$ cat src/rtl/uart_baud_pkg.sv
// Shared defaults for the UART baud generator and its prescaler.
// The FRAC_DIV_EN build macro enables the fractional divisor; FRAC_W_DEF sizes it.
package uart_baud_pkg;

    localparam int DIV_WIDTH_DEF   = 16;
    localparam int OVERSAMPLE_DEF  = 16;
    localparam int DEFAULT_DIV_DEF = 1;
    localparam int FRAC_W_DEF      = 4;

    function automatic int os_cnt_w(input int oversample);
        return $clog2(oversample);
    endfunction

    localparam int OS_CNT_W_DEF = os_cnt_w(OVERSAMPLE_DEF);

endpackage

$ cat src/rtl/uart_prescaler.sv
// Divides baurd_clk by the active divisor into a one-cycle os_tick.
// With FRAC_DIV_EN defined, a fractional accumulator stretches some periods by one cycle.
module uart_prescaler
    import uart_baud_pkg::*;
#(
    parameter int DIV_WIDTH = DIV_WIDTH_DEF
`ifdef FRAC_DIV_EN
    ,
    parameter int FRAC_W = FRAC_W_DEF
`endif
) (
    input  logic                 baurd_clk,
    input  logic                 reset,
    input  logic                 enable,
    input  logic                 restart,
    input  logic [DIV_WIDTH-1:0] div_active,
`ifdef FRAC_DIV_EN
    input  logic [FRAC_W-1:0]    frac_active,
`endif
    output logic                 tick_gen,
    output logic                 os_tick
);

    logic [DIV_WIDTH-1:0] pre_cnt_q, pre_cnt_d;
    logic                 os_tick_q, os_tick_d;
    logic [DIV_WIDTH:0]   term;

`ifdef FRAC_DIV_EN
    logic [FRAC_W-1:0] acc_q, acc_d;
    logic              ext_q, ext_d;
    logic [FRAC_W:0]   acc_sum;

    // A carry out of the accumulator lengthens the following period by one cycle.
    assign acc_sum = {1'b0, acc_q} + {1'b0, frac_active};
    assign term    = {1'b0, div_active} - {{DIV_WIDTH{1'b0}}, 1'b1}
                   + {{DIV_WIDTH{1'b0}}, ext_q};
`else
    assign term    = {1'b0, div_active} - {{DIV_WIDTH{1'b0}}, 1'b1};
`endif

    always_comb begin
        pre_cnt_d = pre_cnt_q;
        os_tick_d = 1'b0;
`ifdef FRAC_DIV_EN
        acc_d     = acc_q;
        ext_d     = ext_q;
`endif
        if (restart) begin
            pre_cnt_d = '0;
`ifdef FRAC_DIV_EN
            acc_d     = '0;
            ext_d     = 1'b0;
`endif
        end else if (enable) begin
            if ({1'b0, pre_cnt_q} == term) begin
                pre_cnt_d = '0;
                os_tick_d = 1'b1;
`ifdef FRAC_DIV_EN
                acc_d     = acc_sum[FRAC_W-1:0];
                ext_d     = acc_sum[FRAC_W];
`endif
            end else begin
                pre_cnt_d = pre_cnt_q + 1'b1;
            end
        end
    end

    always_ff @(posedge baurd_clk) begin
        if (!reset) begin
            pre_cnt_q <= '0;
            os_tick_q <= 1'b0;
`ifdef FRAC_DIV_EN
            acc_q     <= '0;
            ext_q     <= 1'b0;
`endif
        end else begin
            pre_cnt_q <= pre_cnt_d;
            os_tick_q <= os_tick_d;
`ifdef FRAC_DIV_EN
            acc_q     <= acc_d;
            ext_q     <= ext_d;
`endif
        end
    end

    assign tick_gen = os_tick_d;
    assign os_tick  = os_tick_q;

endmodule

$ cat src/rtl/uart_baud_gen.sv
// Programmable UART baud generator: oversample, mid-bit and baud strobes plus clock_out.
// Define FRAC_DIV_EN to add the div_frac port and fractional divisor support.
module uart_baud_gen
    import uart_baud_pkg::*;
#(
    parameter int DIV_WIDTH   = DIV_WIDTH_DEF,
    parameter int OVERSAMPLE  = OVERSAMPLE_DEF,
    parameter int DEFAULT_DIV = DEFAULT_DIV_DEF
`ifdef FRAC_DIV_EN
    ,
    parameter int FRAC_W      = FRAC_W_DEF
`endif
) (
    input  logic                 baurd_clk,
    input  logic                 reset,
    input  logic                 enable,
    input  logic                 restart,
    input  logic                 div_load,
    input  logic [DIV_WIDTH-1:0] div_value,
`ifdef FRAC_DIV_EN
    input  logic [FRAC_W-1:0]    div_frac,
`endif
    output logic                 os_tick,
    output logic                 mid_tick,
    output logic                 baud_tick,
    output logic                 clock_out,
    output logic [DIV_WIDTH-1:0] div_active,
    output logic                 div_pending,
    output logic                 div_err
);

    localparam int                   OS_CNT_W = os_cnt_w(OVERSAMPLE);
    localparam logic [OS_CNT_W-1:0]  OS_LAST  = OS_CNT_W'(OVERSAMPLE - 1);
    localparam logic [OS_CNT_W-1:0]  OS_MID   = OS_CNT_W'(OVERSAMPLE / 2 - 1);
    localparam logic [DIV_WIDTH-1:0] DIV_RST  = DIV_WIDTH'(DEFAULT_DIV);

    logic [OS_CNT_W-1:0]  os_cnt_q, os_cnt_d;
    logic                 mid_tick_q, mid_tick_d;
    logic                 baud_tick_q, baud_tick_d;
    logic                 clock_out_q, clock_out_d;
    logic [DIV_WIDTH-1:0] div_active_q, div_active_d;
    logic [DIV_WIDTH-1:0] shadow_q, shadow_d;
    logic                 div_pending_q, div_pending_d;
    logic                 div_err_q, div_err_d;
    logic                 tick_gen, load_ok, apply;
`ifdef FRAC_DIV_EN
    logic [FRAC_W-1:0]    frac_active_q, frac_active_d;
    logic [FRAC_W-1:0]    frac_shadow_q, frac_shadow_d;
`endif

    uart_prescaler #(
        .DIV_WIDTH (DIV_WIDTH)
`ifdef FRAC_DIV_EN
        ,
        .FRAC_W    (FRAC_W)
`endif
    ) u_pre (
        .baurd_clk   (baurd_clk),
        .reset       (reset),
        .enable      (enable),
        .restart     (restart),
        .div_active  (div_active_q),
`ifdef FRAC_DIV_EN
        .frac_active (frac_active_q),
`endif
        .tick_gen    (tick_gen),
        .os_tick     (os_tick)
    );

    assign load_ok = div_load && (div_value != '0);

    always_comb begin
        os_cnt_d    = os_cnt_q;
        mid_tick_d  = tick_gen && (os_cnt_q == OS_MID);
        baud_tick_d = tick_gen && (os_cnt_q == OS_LAST);
        clock_out_d = clock_out_q ^ baud_tick_d;
        if (restart)
            os_cnt_d = '0;
        else if (tick_gen)
            os_cnt_d = (os_cnt_q == OS_LAST) ? '0 : os_cnt_q + 1'b1;
    end

    // Divisor changes only land on a bit boundary or a restart, so no bit is resized.
    assign apply = baud_tick_d || restart;

    always_comb begin
        shadow_d      = shadow_q;
        div_active_d  = div_active_q;
        div_pending_d = div_pending_q;
        div_err_d     = div_err_q | (div_load && (div_value == '0));
`ifdef FRAC_DIV_EN
        frac_shadow_d = frac_shadow_q;
        frac_active_d = frac_active_q;
`endif
        if (load_ok) begin
            shadow_d = div_value;
`ifdef FRAC_DIV_EN
            frac_shadow_d = div_frac;
`endif
        end
        if (apply) begin
            div_pending_d = 1'b0;
            if (load_ok) begin
                div_active_d = div_value;
`ifdef FRAC_DIV_EN
                frac_active_d = div_frac;
`endif
            end else if (div_pending_q) begin
                div_active_d = shadow_q;
`ifdef FRAC_DIV_EN
                frac_active_d = frac_shadow_q;
`endif
            end
        end else if (load_ok) begin
            div_pending_d = 1'b1;
        end
    end

    always_ff @(posedge baurd_clk) begin
        if (!reset) begin
            os_cnt_q      <= '0;
            mid_tick_q    <= 1'b0;
            baud_tick_q   <= 1'b0;
            clock_out_q   <= 1'b0;
            div_active_q  <= DIV_RST;
            shadow_q      <= DIV_RST;
            div_pending_q <= 1'b0;
            div_err_q     <= 1'b0;
`ifdef FRAC_DIV_EN
            frac_active_q <= '0;
            frac_shadow_q <= '0;
`endif
        end else begin
            os_cnt_q      <= os_cnt_d;
            mid_tick_q    <= mid_tick_d;
            baud_tick_q   <= baud_tick_d;
            clock_out_q   <= clock_out_d;
            div_active_q  <= div_active_d;
            shadow_q      <= shadow_d;
            div_pending_q <= div_pending_d;
            div_err_q     <= div_err_d;
`ifdef FRAC_DIV_EN
            frac_active_q <= frac_active_d;
            frac_shadow_q <= frac_shadow_d;
`endif
        end
    end

    assign mid_tick    = mid_tick_q;
    assign baud_tick   = baud_tick_q;
    assign clock_out   = clock_out_q;
    assign div_active  = div_active_q;
    assign div_pending = div_pending_q;
    assign div_err     = div_err_q;

endmodule

$ cat config.mk
export PLATFORM = sky130hd
export DESIGN_NAME = uart_baud_gen
export DESIGN_NICKNAME = d
export VERILOG_FILES = /design/src/rtl/uart_baud_pkg.sv /design/src/rtl/uart_prescaler.sv /design/src/rtl/uart_baud_gen.sv
export SDC_FILE = /design/constraint.sdc
export NUM_CORES = 1
export LEC_CHECK = 0
export ABC_AREA = 0
export ABC_CLOCK_PERIOD_IN_PS = 2600
export BUFFER_PORTS_ARGS = -buffer_cell sky130_fd_sc_hd__buf_4
export CAP_MARGIN = 0
export CORE_ASPECT_RATIO = 1.25
export CORE_MARGIN = 8
export CORE_UTILIZATION = 25
export DETAILED_ROUTE_END_ITERATION = 12
export SLEW_MARGIN = 15
export SYNTH_ARGS = -nofsm -noshare
export SYNTH_HDL_FRONTEND = slang
export SYNTH_SLANG_ARGS = --single-unit
$ cat constraint.sdc
create_clock -name baurd_clk -period 2.6 [get_ports baurd_clk]
set_input_delay 0 -clock baurd_clk [delete_from_list [all_inputs] [get_ports baurd_clk]]
set_output_delay 0 -clock baurd_clk [all_outputs]
set_load 0.1 [all_outputs]
==> impl_metrics.ini <==
[setup_path]
cp_cell_sequence = inv_4 > ha_4 > nor3b_4 > buf_6 > buf_4 > and4_1 > o31a_1 > o22ai_2 > and4bb_4 > o22ai_4 > buf_12 > mux2_2
cpLargestDelayFamily = compound AO/OA/AOI/OAI gates
critPathSlowestCell = dfxtp_4
required_ns = 2.82
crit_path_start_kind = flop
endpoint_kind = flop
worstPathMaxFanout = 8
worst_ep_arrival_time_ns = 2.93
critPathMaxStageDelay_ns = 0.38
path_buf_inv = 4
crit_type = reg -> reg

[cells_and_area]
drive_above_1_share_pct = 40.6
final_nets = 462
n_antenna_cell = 0
fillers = 1281
syn2layout_area_growth_pct = 46.4
final_cell_area_mm2 = 0.00468

[timing]
max-slew-margin-rel_pct = 54.2
skew_ns = 0.00641
hold_viol_final = 0
period_minus_slack_ns = 2.71
fmax_ghz = 0.368
worstMarginPinSlew_ns = 0.688
finalMaxSlewViolations = 0
timing.final.ws_setup_ns = -0.115
fin_crit_sh_pct = 104
rsz0062_at_grt = true
setup_viol = 27

[worst_hold_path]
hp-class = in -> reg

[drt]
ant_nets = 0
m1WireLength_um = 3760
wl_met2_um = 5050
viasPerCell = 4.63
first_iter_violations = 154
dr.pass1.iters = 4
wire_per_inst_um = 15.3
routed.top_layer = met4
routed_wl_um = 9340
num_vias = 2831
drc = 0
wl_met3_um = 268

[yosys]
synth.cell_area_mm2 = 0.00320
ys_async_sr_fraction_pct = 0
yosysWarnings = 0
yosys.area.top_type_share_pct = 36.3
synth_area_leaders = dfxtp_1 36%, xor2_1 5.8%, mux2i_1 5.6%, mux2_4 4.7%, xnor2_1 4.1%
syn_nets = 365
syn_avg_cell_area_um2 = 9.37
ys_types = 56
synth_edf_count = 0
yosysTopAreaCell = dfxtp_1
yosysSeqAreaShare_pct = 36.3
synthCells = 341
ys_ff_latch = 58
synth_ff_type = dfxtp_1

[clock_network]
cts_tree = built
insertion_delay_ns = 0.33
cts.sinks = 58
clockBufferDepth = 2
clk_pin_slew_ns = 0.05
htreeDepth = 3
cts_root_buffer = clkbuf_16
cts_buffers = 9

[global_route]
gr-total-overflow = 0
grt_max_degree = 39
track_usage_pct = 11.9
grt_pass1_vias = 2958
grt_antenna_before_repair = 0
grt_first_pass_wirelength_um = 15100

[job]
maxCapViolCount = 0

[die]
start_util_pct = 25.4
fp.coreArea_mm2 = 0.0126
dieArea_mm2 = 0.0167
die_h_um = 142
io_pins = 43
die_w_um = 117
rows = 46

[outcome]
violations = negative setup slack
status = complete, but fails checks

[pwr]
p_per_area_mw_per_mm2 = 583
ir_worst_vdd_v = 0.000376
power.static_leakage_uw = 0.00193

[placement]
hpwl_um = 6830
place_area_mm2 = 0.00405
place_ws_ns = -0.121
numPortBuffers = 42
routabilityCongestion = 0.851
==> placed cells by master, fill, tap and decap left out, types with 3 or more instances in the layout <==
cell type      instances
mux2i_1               18
buf_6                  6
mux2_4                15
dfxtp_2                8
and3_1                 4
nor2b_1               17
a21oi_1                7
nand2_1               19
nor3_1                 6
nand3_1                6
o21ai_0                3
nor2_1                23
xnor2_1               13
nand4_1                7
nor4_1                 9
clkbuf_8               3
nand3b_1               3
dfxtp_4                7
o211ai_1               4
dfxtp_1               43
a211oi_1               3
inv_1                  3
a21oi_2                3
dlygate4sd3_1          6
clkbuf_16              9
nand4b_1               3
buf_4                 87
xor2_1                21
and2_1                19
nor2_2                 6
nand2b_1               4
==> registers in the layout, indices dropped and copies added, names as in the netlist <==
signal and count:
div_pending 1, div_active 16, u_pre.os_tick 1, div_err 1
shadow_q 16, baud_tick 1, u_pre.pre_cnt_q 16, mid_tick 1
clock_out 1, os_cnt_q 4
==> logic make-up (layout without fill, tap and decap cells) <==
group,count (synthesis),after routing,share of synthesized area (%)
simple gates,151,152,28.3
flops,58,58,36.3
compound gates,38,38,8.57
xor+xnor,36,36,9.87
mux,34,34,12.5
buf+inv,21,122,3.25
fa+ha+maj,3,3,1.17
==> Yosys cell counts (9+ instances only) <==
cell / count
dfxtp_1: 58
nor2_1: 31
xor2_1: 21
and2_1: 19
nand2_1: 19
mux2i_1: 18
nor2b_1: 17
xnor2_1: 15
a21oi_1: 11
mux2_4: 10
nor4_1: 9
==> path summary, 6_finish.rpt <==
| kind | from | end | slack [ns] | cells after the start |
|---|---|---|---|---|
| hold / removal | div_value[10] | shadow_q[10] | 0.01 | 3 |
| setup / recovery | div_active[0] | div_active[3] | -0.11 | 12 |
| setup reg to reg | div_active[0] | div_active[3] | -0.11 | 12 |
| hold reg to reg | shadow_q[0] | shadow_q[0] | 0.47 | 2 |
==> power by group <==
group,switching (µW),internal (µW)
Sequential,30.8,919
Clock,399,818
Combinational,306,254
Total,736,1990
==> worst min-delay path, stage by stage <==
cell and delay (ns):
buf_4 0.08, mux2i_1 0.06, nor2b_1 0.15
==> through the flow <==
stage	hold slack (ns)	power, µW	util, %	instances	TNS, ns
floorplan	0.144	1290	-	341	-2.25
global placement	0.265	1450	32.1	580	-0.608
detailed placement	0.264	1460	32.1	580	-2.80
CTS	0.00197	2720	35.8	604	-1.13
global route	0.0320	2830	37.1	611	-4.57
finish	0.0121	2730	37.1	611	-1.86
==> layout make-up <==
type / count / area, µm² / area share [%]
Inverter: 5 / 21.3 / 0.455
Sequential cell: 58 / 1200 / 25.6
Timing Repair Buffer: 101 / 828 / 17.7
Clock buffer: 14 / 274 / 5.86
Multi-Input combinational cell: 263 / 2110 / 45.1
Clock inverter: 2 / 35.0 / 0.749
Tap cell: 168 / 210 / 4.49
==> metal layers <==
layer  track usage, %  vias up
li1                 -     1406
met1             12.4     1348
met2             21.1       58
met3             3.06       19
met4             6.42        0
met5                0        -
==> timing repair <==
action                                  in CTS  in global routing
pin swaps                                    4                 24
endpoints found under the setup margin      34                 34
endpoints found under the hold margin        6                  0
buffers inserted                             1                  8
hold buffers                                 6                  0
cloned                                       2                  0
resized for setup                           11                 28
Note: power is estimated with default switching activity, not from simulation.
